### config.mk
export PLATFORM = sky130hd
export DESIGN_NAME = mole_round_scorer
export DESIGN_NICKNAME = d
export VERILOG_FILES = /design/src/rtl/mole_round_scorer_pkg.sv /design/src/rtl/mole_round_scorer_lfsr.sv /design/src/rtl/mole_round_scorer.sv
export SDC_FILE = /design/constraint.sdc
export NUM_CORES = 1
export LEC_CHECK = 0
export CAP_MARGIN = 30
export CORE_MARGIN = 3
export CORE_UTILIZATION = 57
export DETAILED_ROUTE_END_ITERATION = 8
export HOLD_SLACK_MARGIN = 0.15
export PLACE_DENSITY = 0.91
export SLEW_MARGIN = 20
export SYNTH_ARGS = -nofsm -noshare
export SYNTH_HDL_FRONTEND = slang
export SYNTH_HIERARCHICAL = 1
export SYNTH_SLANG_ARGS = --single-unit
export TNS_END_PERCENT = 30
### constraint.sdc
create_clock -name systemClock -period 3.2 [get_ports systemClock]
set_input_delay 0.64 -clock systemClock [delete_from_list [all_inputs] [get_ports systemClock]]
set_output_delay 0.64 -clock systemClock [all_outputs]
set_load 0.03 [all_outputs]
### src/rtl/mole_round_scorer_pkg.sv
// Shared definitions for the whack-a-mole round engine: state encodings,
// result codes and the LFSR seed/tap mask used by the board and keypad blocks.
package mole_round_scorer_pkg;

  typedef enum logic [2:0] {
    ST_OFF   = 3'd0,
    ST_SPAWN = 3'd1,
    ST_WAIT  = 3'd2,
    ST_HIT   = 3'd3,
    ST_MISS  = 3'd4,
    ST_OVER  = 3'd5
  } state_e;

  localparam logic [1:0] ADD_MISS = 2'd0;
  localparam logic [1:0] ADD_HIT  = 2'd1;
  localparam logic [1:0] ADD_IDLE = 2'd2;

  localparam logic [7:0] LFSR_SEED = 8'hA5;
  // x^8+x^6+x^5+x^4+1 in shift-left Fibonacci form taps bits 7,5,4,3
  localparam logic [7:0] LFSR_TAPS = 8'hB8;

  function automatic logic [7:0] lfsr_next(input logic [7:0] cur);
    return {cur[6:0], ^(cur & LFSR_TAPS)};
  endfunction

endpackage

### src/rtl/mole_round_scorer_lfsr.sv
// 8-bit Fibonacci LFSR with run enable; resets to the shared seed and
// exposes its low OUT_W bits as the random hole source.
module mole_round_scorer_lfsr
  import mole_round_scorer_pkg::*;
#(
  parameter int OUT_W = 8
) (
  input  logic             systemClock,
  input  logic             reset,
  input  logic             enable,
  output logic [OUT_W-1:0] value
);

  logic [7:0] lfsr_q;
  logic [7:0] lfsr_d;

  always_comb begin
    lfsr_d = lfsr_q;
    if (enable) lfsr_d = lfsr_next(lfsr_q);
  end

  always_ff @(posedge systemClock or posedge reset) begin
    if (reset) lfsr_q <= LFSR_SEED;
    else       lfsr_q <= lfsr_d;
  end

  assign value = lfsr_q[OUT_W-1:0];

endmodule

### src/rtl/mole_round_scorer.sv
// Whack-a-mole round engine: random hole pick, timed hit window, key judging,
// saturating score/streak, difficulty pacing via window shrink, and game end.
//
//  state | meaning
//  OFF   | idle, game switch off; score/streak held
//  SPAWN | pick next hole, load window counter
//  WAIT  | mole shown, waiting for key or window expiry
//  HIT   | one-cycle hit result
//  MISS  | one-cycle miss result, shrink/game-over decision
//  OVER  | game finished until switch goes low
module mole_round_scorer
  import mole_round_scorer_pkg::*;
#(
  parameter int N_HOLES       = 8,
  parameter int SCORE_W       = 10,
  parameter int WINDOW_CYCLES = 1024,
  parameter int WINDOW_STEP   = 64,
  parameter int WINDOW_MIN    = 128,
  parameter int BONUS_STREAK  = 4,
  parameter int SHRINK_MISSES = 3,
  parameter int MAX_MISSES    = 8,
  localparam int IDX_W        = $clog2(N_HOLES)
) (
  input  logic               systemClock,
  input  logic               reset,
  input  logic               enable,
  input  logic               key_valid,
  input  logic [IDX_W-1:0]   key_idx,
  output logic               mole_valid,
  output logic [IDX_W-1:0]   mole_idx,
  output logic [1:0]         add,
  output logic               shrink,
  output logic [SCORE_W-1:0] score,
  output logic [3:0]         streak,
  output logic               game_over,
  output logic [2:0]         state
);

  localparam int CNT_W  = $clog2(WINDOW_CYCLES + 1);
  localparam int CONS_W = $clog2(SHRINK_MISSES + 1);
  localparam int MISS_W = $clog2(MAX_MISSES + 1);

  localparam logic [IDX_W:0]   N_EXT    = (IDX_W+1)'(N_HOLES);
  localparam logic [IDX_W-1:0] N_IDX    = IDX_W'(N_HOLES);
  localparam logic [IDX_W-1:0] LAST_IDX = IDX_W'(N_HOLES - 1);
  localparam logic [CNT_W-1:0] WIN_INIT = CNT_W'(WINDOW_CYCLES);
  localparam logic [CNT_W-1:0] WIN_STEP = CNT_W'(WINDOW_STEP);
  localparam logic [CNT_W-1:0] WIN_MIN  = CNT_W'(WINDOW_MIN);
  localparam logic [CNT_W-1:0] WIN_KNEE = CNT_W'(WINDOW_MIN + WINDOW_STEP);
  localparam logic [3:0]       BONUS_C  = 4'(BONUS_STREAK);
  localparam logic [CONS_W-1:0] SHRINK_C = CONS_W'(SHRINK_MISSES);
  localparam logic [MISS_W-1:0] MAX_C    = MISS_W'(MAX_MISSES);

  state_e              state_q, state_d;
  logic [IDX_W-1:0]    mole_idx_q, mole_idx_d;
  logic                mole_valid_q, mole_valid_d;
  logic [1:0]          add_q, add_d;
  logic                shrink_q, shrink_d;
  logic [SCORE_W-1:0]  score_q, score_d;
  logic [3:0]          streak_q, streak_d;
  logic                game_over_q, game_over_d;
  logic [CNT_W-1:0]    counter_q, counter_d;
  logic [CNT_W-1:0]    reload_q, reload_d;
  logic [CONS_W-1:0]   consec_q, consec_d;
  logic [MISS_W-1:0]   miss_total_q, miss_total_d;

  logic [IDX_W-1:0]    lfsr_bits;
  logic [IDX_W-1:0]    spawn_mod;
  logic [IDX_W-1:0]    spawn_idx;
  logic [SCORE_W:0]    score_sum;
  logic [CONS_W-1:0]   consec_next;
  logic                do_hit;
  logic                do_miss;

  mole_round_scorer_lfsr #(.OUT_W(IDX_W)) u_lfsr (
    .systemClock (systemClock),
    .reset       (reset),
    .enable      (enable),
    .value       (lfsr_bits)
  );

  // One conditional subtract suffices because N_HOLES > 2^(IDX_W-1).
  always_comb begin
    spawn_mod = lfsr_bits;
    if ({1'b0, lfsr_bits} >= N_EXT) spawn_mod = lfsr_bits - N_IDX;
    spawn_idx = spawn_mod;
    if (spawn_mod == mole_idx_q) spawn_idx = (spawn_mod == LAST_IDX) ? '0 : spawn_mod + 1'b1;
  end

  always_comb begin
    score_sum   = {1'b0, score_q} +
                  ((streak_q >= BONUS_C) ? (SCORE_W+1)'(2) : (SCORE_W+1)'(1));
    consec_next = consec_q + 1'b1;
  end

  always_comb begin
    state_d      = state_q;
    mole_idx_d   = mole_idx_q;
    counter_d    = counter_q;
    reload_d     = reload_q;
    score_d      = score_q;
    streak_d     = streak_q;
    consec_d     = consec_q;
    miss_total_d = miss_total_q;
    shrink_d     = 1'b0;
    do_hit       = 1'b0;
    do_miss      = 1'b0;

    if (!enable) begin
      state_d = ST_OFF;
    end else begin
      case (state_q)
        ST_OFF: begin
          state_d      = ST_SPAWN;
          score_d      = '0;
          streak_d     = '0;
          consec_d     = '0;
          miss_total_d = '0;
          reload_d     = WIN_INIT;
        end
        ST_SPAWN: begin
          mole_idx_d = spawn_idx;
          counter_d  = reload_q;
          state_d    = ST_WAIT;
        end
        ST_WAIT: begin
          // A key press wins over window expiry in the same cycle.
          if (key_valid) begin
            if (key_idx == mole_idx_q) do_hit  = 1'b1;
            else                       do_miss = 1'b1;
          end else if (counter_q == '0) begin
            do_miss = 1'b1;
          end else begin
            counter_d = counter_q - 1'b1;
          end
        end
        ST_HIT:  state_d = ST_SPAWN;
        ST_MISS: state_d = (miss_total_q == MAX_C) ? ST_OVER : ST_SPAWN;
        ST_OVER: state_d = ST_OVER;
        default: state_d = ST_OFF;
      endcase
    end

    // Results land on the edge into HIT/MISS so they are valid during that state.
    if (do_hit) begin
      state_d  = ST_HIT;
      score_d  = score_sum[SCORE_W] ? '1 : score_sum[SCORE_W-1:0];
      streak_d = (streak_q == 4'hF) ? 4'hF : streak_q + 1'b1;
      consec_d = '0;
      reload_d = (reload_q >= WIN_KNEE) ? reload_q - WIN_STEP : WIN_MIN;
    end
    if (do_miss) begin
      state_d      = ST_MISS;
      streak_d     = '0;
      miss_total_d = miss_total_q + 1'b1;
      if (consec_next == SHRINK_C) begin
        shrink_d = 1'b1;
        consec_d = '0;
      end else begin
        consec_d = consec_next;
      end
    end

    add_d        = (state_d == ST_HIT)  ? ADD_HIT :
                   (state_d == ST_MISS) ? ADD_MISS : ADD_IDLE;
    mole_valid_d = (state_d == ST_WAIT);
    game_over_d  = (state_d == ST_OVER);
  end

  always_ff @(posedge systemClock or posedge reset) begin
    if (reset) begin
      state_q      <= ST_OFF;
      mole_idx_q   <= '0;
      mole_valid_q <= 1'b0;
      add_q        <= ADD_IDLE;
      shrink_q     <= 1'b0;
      score_q      <= '0;
      streak_q     <= '0;
      game_over_q  <= 1'b0;
      counter_q    <= '0;
      reload_q     <= WIN_INIT;
      consec_q     <= '0;
      miss_total_q <= '0;
    end else begin
      state_q      <= state_d;
      mole_idx_q   <= mole_idx_d;
      mole_valid_q <= mole_valid_d;
      add_q        <= add_d;
      shrink_q     <= shrink_d;
      score_q      <= score_d;
      streak_q     <= streak_d;
      game_over_q  <= game_over_d;
      counter_q    <= counter_d;
      reload_q     <= reload_d;
      consec_q     <= consec_d;
      miss_total_q <= miss_total_d;
    end
  end

  assign mole_valid = mole_valid_q;
  assign mole_idx   = mole_idx_q;
  assign add        = add_q;
  assign shrink     = shrink_q;
  assign score      = score_q;
  assign streak     = streak_q;
  assign game_over  = game_over_q;
  assign state      = state_q;

endmodule

==> impl_metrics.ini, run 1 <==
[sta]
setup_viol = 0
post-route-min-period_ns = 2.707
period_share_pct = 84.59
worst-slew-pin-transition_ns = 0.7234
fmax_mhz = 369.4
maxSlewViolCount = 0
timing.setup.tns_ns = 0
setup_repair_after_global_routing_missed_its_margin = no
fin_hold_ws_ns = 0.5148
maxSlewHeadroom_pct = 51.57
timing.final.hold_violations = 0
fin_skew_ns = 0.01335

[clock_network]
cts_htree_levels = 2
post-cts-setup-buffer-count = 0
cts.clk_slew.worst_paths_ns = 0.09
cts_root_buf = sky130_fd_sc_hd__clkbuf_8
cts-hold-fix-buffers = 0
cts_repair_resize_count = 0
tritoncts = built
cts_inserted_buffers = 5
clock_tree.buffer_depth = 2
numClockSinks = 55
clock_insertion_delay_worst_skew_ns = 0.32

[route]
routed_wire_length_per_instance_um = 17.14
route.detailed.vias_per_inst = 6.489
detailroute.via_count = 2719
drc = 0
firstDrtPassIters = 5
totalWireLength_mm = 7.181
first_iter_violations = 357
detail-route-antenna-nets = 0

[setup_path]
end_kind = register
cells_on_worst_reg2reg_path = 8
cp_data_arrival_time_ns = 2.91
r2r-end = score[2]$_DFFE_PP0P_
cp-start-kind = register
slowest_delay_ns = 0.47
cell_by_cell_trace_of_the_critical_path = or2_2 -> inv_1 -> ha_1 -> fa_1 -> nand3_1 -> or3_1 -> and4_1 -> a211oi_1
critical_path_peak_fanout = 7
r2r_setup_slack_ns = 0.49
cp.required_ns = 3.40
slowest_stage_cell_crit_path = sky130_fd_sc_hd__dfrtp_1
crit-reg2reg-launch = streak[2]$_DFFE_PP0P_
worst-setup-path-type = register to register

[placed_design]
cell_area_after_placement_mm2 = 0.003535
post-dp-hpwl_mm = 4.965
port_buffers = 31
gp_congestion = 0.8875

[yosys]
mapped_nets = 337
commonest_cells_in_the_netlist = 49 x sky130_fd_sc_hd__dfrtp_1, 26 x sky130_fd_sc_hd__nand2_1, 19 x sky130_fd_sc_hd__nor2_1
post_synth_edffs = 0
post-synth-top-count-cell = sky130_fd_sc_hd__dfrtp_1
synth.lib_cells_used.distinct = 60
seq_area_frac_synth_pct = 43.87
synthesis.area_mm2 = 0.003154
synth_cells = 318
yosys_warnings = 6
post_synth.cell_area_avg_um2 = 9.919
synth-seq-cells = 55
cell_taking_the_most_area_after_synthesis = sky130_fd_sc_hd__dfrtp_1
synth.area.top_cells = sky130_fd_sc_hd__dfrtp_1 39%, sky130_fd_sc_hd__dfstp_2 5.0%, sky130_fd_sc_hd__ha_1 4.4%
post_synthesis_async_set_or_reset_flop_share_pct = 100.0
synth_top_area_share_pct = 38.87
synth_ff_type = sky130_fd_sc_hd__dfrtp_1

[floorplanning]
core_area_mm2 = 0.005238
initial_core_util_pct = 60.22
rows = 26
die_w_um = 80.39
chipHeight_um = 80.39
ios = 32
floorplan.die_area_mm2 = 0.006463

[power_and_ir_drop]
ir_worst_vdd_v = 0.0006155
power_density_mw_per_mm2 = 699.7
power_total_mw = 2.543
leakagePower_nw = 1.532

[worst_hold_path]
timing.hold.worst.class = register to register
timing.hold.worst_path_depth = 1
min_to = u_lfsr/lfsr_q[6]$_DFFE_PP0P_
hold_path_startpoint = u_lfsr/lfsr_q[6]$_DFFE_PP0P_

[final_layout]
layout_area_growth_over_synthesis_pct = 15.23
antenna_cells = 0
num-nets-final = 367
fillCellCount = 354
share_of_cells_above_drive_strength_1_pct = 14.04
post-route-cell-area_mm2 = 0.003635

[job]
max_cap_viol_count = 0

[global_routing]
globalRouteOverflowTotal = 0
grt.total_usage_pct = 24.19
maximum_number_of_pins_on_one_net_before_global_route_repair = 39
antenna_found_initial = 0
vias_in_the_first_global_route = 2620
grt_pass1_wl_mm = 12.42

[status]
outcome = finished, final reports clean
==> power by group <==
group          internal, mW  leakage (nW)  switching, mW
Clock                 0.198        0.0515          0.222
Sequential            0.874         0.716          0.202
Combinational         0.463         0.765          0.584
Total                  1.53          1.53           1.01
==> cells in the final DEF (no fill, tap or decap), types with 9 or more instances in the layout <==
| cell | synthesis | layout |
|---|---|---|
| sky130_fd_sc_hd__dfrtp_1 | 49 | 49 |
| sky130_fd_sc_hd__clkdlybuf4s50_1 | 0 | 31 |
| sky130_fd_sc_hd__nand2_1 | 26 | 26 |
| sky130_fd_sc_hd__nor2_1 | 19 | 19 |
| sky130_fd_sc_hd__inv_1 | 18 | 17 |
| sky130_fd_sc_hd__a31oi_1 | 12 | 12 |
| sky130_fd_sc_hd__ha_1 | 11 | 11 |
| sky130_fd_sc_hd__a21oi_1 | 10 | 10 |
| sky130_fd_sc_hd__nand3_1 | 10 | 10 |
| sky130_fd_sc_hd__nor4_1 | 10 | 10 |
| sky130_fd_sc_hd__buf_4 | 5 | 10 |
| sky130_fd_sc_hd__nor3_1 | 9 | 9 |
| sky130_fd_sc_hd__o21ai_0 | 9 | 9 |
| sky130_fd_sc_hd__mux2i_1 | 9 | 9 |
==> critical path: cells and delay by family, from the launching register on <==
| kind | cells | cell delay (ns) |
|---|---|---|
| AO/OA/AOI/OAI | 1 | 0.29 |
| adder cells (fa/ha/maj) | 2 | 0.50 |
| buffers and inverters | 1 | 0.07 |
| flip-flops | 1 | 0.47 |
| AND/OR/NAND/NOR | 4 | 1.28 |
==> worst max path at each step <==
stage / start / endpoint / slack (ns) / cells after the start
floorplan: streak[2]$_DFFE_PP0P_ / score[2]$_DFFE_PP0P_ / 0.80 / 8
global placement: enable / reload_q[8]$_DFFE_PP0P_ / 0.60 / 7
detailed placement: key_idx[2] / reload_q[8]$_DFFE_PP0P_ / 0.58 / 6
CTS: streak[2]$_DFFE_PP0P_ / score[2]$_DFFE_PP0P_ / 0.54 / 8
global route: streak[3]$_DFFE_PP0P_ / score[2]$_DFFE_PP0P_ / 0.35 / 8
finish: streak[2]$_DFFE_PP0P_ / score[2]$_DFFE_PP0P_ / 0.49 / 8
==> kinds of logic after synthesis <==
family / share of synthesized area (%)
AO/OA/AOI/OAI: 16.62
XOR/XNOR: 3.054
adder cells (fa/ha/maj): 4.998
buffers and inverters: 5.077
flip-flops: 43.87
multiplexers: 6.069
AND/OR/NAND/NOR: 20.31
==> layout make-up <==
class                           instances  area [um^2]  share of cell area (%)
Clock buffer                            8        100.1                   2.754
Inverter                               18        67.56                   1.859
Multi-Input combinational cell        227         1610                   44.30
Sequential cell                        55         1384                   38.07
Tap cell                               70        87.58                   2.410
Timing Repair Buffer                   41        385.4                   10.60
==> metrics by stage <==
stage | setup WS (ns) | std cells | utilization, %
global placement | 0.6001 | 411 | 67.49
detailed placement | 0.5769 | 411 | 67.49
finish | 0.4930 | 419 | 69.40
floorplan | 0.7964 | 318 | -
global route | 0.3507 | 419 | 69.40
CTS | 0.5418 | 419 | 69.40
==> state kept, by name, indices dropped and copies added (netlist names), 3 cells and up <==
name / cells
score: 10
reload_q: 5
state: 3
miss_total_q: 4
u_lfsr/lfsr_q: 8
counter_q: 11
streak: 4
mole_idx: 3
==> layer usage <==
metal / up-vias / wire length [um] / GRT usage, %
li1: 1245 / - / -
met1: 1318 / 2984 / 31.39
met2: 129 / 3531 / 39.24
met3: 27 / 499 / 4.933
met4: 0 / 166 / 10.30
met5: - / 0 / 0
Power figures use the tool's default switching activity.
==> inputs of run 2 (changes only) <==
==> constraint.sdc (replaced) <==
create_clock -name systemClock -period 2.7 [get_ports systemClock]
set_input_delay 0.54 -clock systemClock [delete_from_list [all_inputs] [get_ports systemClock]]
set_output_delay 0.54 -clock systemClock [all_outputs]
set_load 0.03 [all_outputs]
==> impl_metrics.ini, run 2 (synthesis gave the netlist of run 1 again) <==
[final_layout]
post-route-cell-area_mm2 = 0.003669
share_of_cells_above_drive_strength_1_pct = 15.25
largest_reg_flops = 11
layout_commonest_cell = sky130_fd_sc_hd__dfrtp_1
layout_area_growth_over_synthesis_pct = 16.30
antenna_cells = 0
layout_common_cells = 49 x sky130_fd_sc_hd__dfrtp_1, 31 x sky130_fd_sc_hd__clkdlybuf4s50_1, 26 x sky130_fd_sc_hd__nand2_1
top_register = counter_q
num-nets-final = 372

[sta]
timing.final.hold_violations = 0
setup_viol = 0
maxSlewHeadroom_pct = 57.95
post-route-min-period_ns = 2.512
setup_repair_after_global_routing_missed_its_margin = no
period_share_pct = 93.04
worst-slew-pin-transition_ns = 0.6294
fin_skew_ns = 0.01020
maxSlewViolCount = 0
fmax_mhz = 398.1
timing.setup.tns_ns = 0

[global_routing]
grt_pass1_wl_mm = 12.21
maximum_number_of_pins_on_one_net_before_global_route_repair = 26
antenna_found_initial = 0
grt.total_usage_pct = 23.94
globalRouteOverflowTotal = 0
vias_in_the_first_global_route = 2539

[status]
outcome = finished, final reports clean

[clock_network]
cts_repair_resize_count = 0
post-cts-setup-buffer-count = 0
cts-hold-fix-buffers = 0
cts_inserted_buffers = 5
clock_tree.buffer_depth = 2
clock_insertion_delay_worst_skew_ns = 0.31
cts_root_buf = sky130_fd_sc_hd__clkbuf_8
numClockSinks = 55
cts_htree_levels = 2
tritoncts = built
cts.clk_slew.worst_paths_ns = 0.09

[floorplanning]
die_w_um = 80.39
core_area_mm2 = 0.005238
chipHeight_um = 80.39
ios = 32
initial_core_util_pct = 60.22
floorplan.die_area_mm2 = 0.006463
rows = 26

[power_and_ir_drop]
leakagePower_nw = 1.552
power_density_mw_per_mm2 = 809.6
ir_worst_vdd_v = 0.0006520

[setup_path]
crit-reg2reg-launch = streak[2]$_DFFE_PP0P_
end_kind = register
worst-setup-path-type = register to register
cp_data_arrival_time_ns = 2.72
cp.required_ns = 2.91
r2r_setup_slack_ns = 0.19
cells_on_worst_reg2reg_path = 8
cp-start-kind = register
r2r-end = score[2]$_DFFE_PP0P_
critical_path_peak_fanout = 6

[route]
firstDrtPassIters = 5
drc = 0
route.detailed.vias_per_inst = 6.427
first_iter_violations = 359
detail-route-antenna-nets = 0
routed_wire_length_per_instance_um = 17.02
totalWireLength_mm = 7.216
detailroute.via_count = 2725

[placed_design]
port_buffers = 31
cell_area_after_placement_mm2 = 0.003585
post-dp-hpwl_mm = 5.097
gp_congestion = 0.9207

[worst_hold_path]
timing.hold.worst.class = primary input to asynchronous set/reset pin

[job]
max_cap_viol_count = 0
==> run 2: worst max path at each step <==
stage / endpoint / start / slack [ns] / cells after the start
final: score[2]$_DFFE_PP0P_ / streak[2]$_DFFE_PP0P_ / 0.19 / 8
after global routing: score[2]$_DFFE_PP0P_ / streak[2]$_DFFE_PP0P_ / 0.01 / 8
after CTS: score[2]$_DFFE_PP0P_ / streak[2]$_DFFE_PP0P_ / 0.17 / 8
after detailed placement: streak[3]$_DFFE_PP0P_ / key_idx[2] / 0.20 / 5
after global placement: score[9]$_DFFE_PP0P_ / key_idx[2] / 0.24 / 5
after floorplan: score[2]$_DFFE_PP0P_ / streak[2]$_DFFE_PP0P_ / 0.30 / 8
==> run 2: critical path, stage by stage, from the launching register on <==
cell and delay, ns:
sky130_fd_sc_hd__dfrtp_1 0.39, sky130_fd_sc_hd__or2_2 0.35, sky130_fd_sc_hd__inv_1 0.08, sky130_fd_sc_hd__ha_1 0.18, sky130_fd_sc_hd__fa_2 0.26, sky130_fd_sc_hd__nand3_1 0.20, sky130_fd_sc_hd__or3_1 0.45, sky130_fd_sc_hd__and4_1 0.23
sky130_fd_sc_hd__a211oi_1 0.27
==> run 2: where the power goes <==
part	total (mW)	internal, mW	leakage (nW)	switching, mW
clock	0.447	0.183	0.0422	0.264
combinational	1.25	0.559	0.794	0.696
sequential	1.27	1.04	0.716	0.233
total	2.97	1.78	1.55	1.19
==> run 2: layer usage <==
layer	global-route usage, %	share of wire (%)
met5	0	0
met4	7.601	1.4
met3	3.475	6.6
met2	39.49	49
met1	32.55	43
==> run 2: metrics by stage <==
step	worst slack (ns)	utilization [%]	power (mW)	hold WS (ns)	instances
after detailed placement	0.1970	68.44	2.520	0.4906	416
after global routing	0.01354	70.04	3.185	0.5317	424
after global placement	0.2412	68.44	2.469	0.4828	416
after CTS	0.1673	70.00	2.965	0.5052	424
final	0.1880	70.04	2.970	0.5064	424
after floorplan	0.2964	-	2.211	0.3528	318
==> run 2: area by class of cell <==
cell class                      count  area, um^2
Clock buffer                        7       76.32
Clock inverter                      1       5.005
Fill cell                         372        1569
Inverter                           18       67.56
Multi-Input combinational cell    227        1613
Sequential cell                    55        1384
Tap cell                           70       87.58
Timing Repair Buffer               46       435.4
==> inputs of run 3 (changes only) <==
--- a/config.mk
+++ b/config.mk
@@ -11,6 +11,7 @@
 export DETAILED_ROUTE_END_ITERATION = 8
 export HOLD_SLACK_MARGIN = 0.15
 export PLACE_DENSITY = 0.91
+export SETUP_SLACK_MARGIN = 0.15
 export SLEW_MARGIN = 20
 export SYNTH_ARGS = -nofsm -noshare
 export SYNTH_HDL_FRONTEND = slang
==> impl_metrics.ini, run 3 (synthesis gave the netlist of run 1 again) <==
[floorplanning]
initial_core_util_pct = 60.22
chipHeight_um = 80.39
floorplan.die_area_mm2 = 0.006463
die_w_um = 80.39
ios = 32
rows = 26
core_area_mm2 = 0.005238

[final_layout]
multi_input_comb_area_mm2 = 0.001618
layout_common_cells = 49 x sky130_fd_sc_hd__dfrtp_1, 31 x sky130_fd_sc_hd__clkdlybuf4s50_1, 26 x sky130_fd_sc_hd__nand2_1
share_of_cells_above_drive_strength_1_pct = 15.54
num-nets-final = 372
layout_commonest_cell = sky130_fd_sc_hd__dfrtp_1
layout_area_growth_over_synthesis_pct = 16.46
largest_reg_flops = 11
finish.utilization_pct = 70.14
top_register = counter_q
instances_no_fill = 424
antenna_cells = 0
ff_latch_area_mm2 = 0.001384
fillCellCount = 371

[sta]
fin_skew_ns = 0.01110
post-route-min-period_ns = 2.466
timing.setup.tns_ns = 0
worst-slew-pin-transition_ns = 0.6330
setup_viol = 0
timing.final.hold_violations = 0
setup_repair_after_global_routing_missed_its_margin = yes
maxSlewViolCount = 0
maxSlewHeadroom_pct = 57.71
fmax_mhz = 405.5
fin_hold_ws_ns = 0.5082
period_share_pct = 91.34

[power_and_ir_drop]
leakagePower_nw = 1.553
netSwitchingFraction_pct = 40.17
power_total_mw = 2.971
power_spent_charging_and_discharging_nets_mw = 1.193
pwr-share-seq_pct = 42.7
p_int_mw = 1.778
comb_power_share_pct = 42.3
ir_worst_vdd_v = 0.0006517
p_clk_share_pct = 15.0
power_density_mw_per_mm2 = 808.8

[clock_network]
cts_inserted_buffers = 5
cts.clk_slew.worst_paths_ns = 0.09
numClockSinks = 55
clock_insertion_delay_worst_skew_ns = 0.31
cts_htree_levels = 2
post-cts-setup-buffer-count = 0
cts_root_buf = sky130_fd_sc_hd__clkbuf_8
clock_tree.buffer_depth = 2
tritoncts = built

[route]
totalWireLength_mm = 7.209
route.detailed.vias_per_inst = 6.410
detailroute.via_count = 2718
detail-route-antenna-nets = 0
firstDrtPassIters = 6
routed_wire_length_per_instance_um = 17.00
drc = 0
first_iter_violations = 346

[setup_path]
cp.required_ns = 2.92
cells_on_worst_reg2reg_path = 8
cp_data_arrival_time_ns = 2.69
crit-reg2reg-launch = streak[2]$_DFFE_PP0P_
r2r-end = score[2]$_DFFE_PP0P_
cp-start-kind = register
worst-setup-path-type = register to register
end_kind = register
r2r_setup_slack_ns = 0.23
crit_start = streak[2]$_DFFE_PP0P_
critical_path_peak_fanout = 6

[global_routing]
grt.total_usage_pct = 23.94
maximum_number_of_pins_on_one_net_before_global_route_repair = 26
antenna_found_initial = 0
globalRouteOverflowTotal = 0
grt_pass1_wl_mm = 12.21
vias_in_the_first_global_route = 2539

[placed_design]
port_buffers = 31
placed_cells = 416
gp_congestion = 0.9207
post-dp-hpwl_mm = 5.097

[job]
max_cap_viol_count = 0

[worst_hold_path]
timing.hold.worst.class = primary input to asynchronous set/reset pin

[status]
outcome = finished, final reports clean
## run 3: worst max path at each step
stage	end	slack, ns	depth (start not counted)
floorplan	score[2]$_DFFE_PP0P_	0.30	8
global placement	score[9]$_DFFE_PP0P_	0.24	5
detailed placement	streak[3]$_DFFE_PP0P_	0.20	5
CTS	score[2]$_DFFE_PP0P_	0.17	8
global route	score[4]$_DFFE_PP0P_	0.10	8
finish	score[2]$_DFFE_PP0P_	0.23	8
## run 3: repair_timing
action | in CTS | in global routing
endpoints found under the setup margin | 0 | 4
resized for setup | 0 | 2
hold buffers | 0 | 0
endpoints found under the hold margin | 0 | 0
## run 3: worst max-delay path: stages, from the launching register on
cell	delay (ns)
sky130_fd_sc_hd__dfrtp_1	0.39
sky130_fd_sc_hd__or2_2	0.34
sky130_fd_sc_hd__inv_1	0.07
sky130_fd_sc_hd__ha_1	0.18
sky130_fd_sc_hd__fa_2	0.27
sky130_fd_sc_hd__nand3_1	0.20
sky130_fd_sc_hd__or3_1	0.45
sky130_fd_sc_hd__and4_1	0.25
sky130_fd_sc_hd__a211oi_2	0.23
## run 3: final cells by class
cell class / instances / area share [%]
sequential: 55 / 37.67
multi-input combinational: 227 / 44.04
timing repair buffer: 46 / 11.85
clock buffer: 7 / 2.078
inverter: 18 / 1.839
clock inverter: 1 / 0.1362
tap: 70 / 2.384
## run 3: layer usage
metal	track usage (%)	wire length, um	part of all wire [%]
met5	0	0	0
met4	7.601	126	1.7
met3	3.475	476	6.6
met2	39.49	3555	49
met1	32.55	3051	42
## run 3: metrics by stage
step	area, um^2	setup slack, ns
CTS	3666	0.1673
floorplan	3154	0.2964
detailed placement	3585	0.1970
global route	3674	0.1003
finish	3674	0.2339
global placement	3585	0.2412
## run 3: power groups by stage
stage               Clock, mW  Sequential (mW)  Combinational, mW
floorplan                   0             1.29              0.921
global route            0.488             1.31               1.39
global placement            0             1.27               1.20
CTS                     0.456             1.27               1.24
finish                  0.445             1.27               1.26
detailed placement          0             1.28               1.24
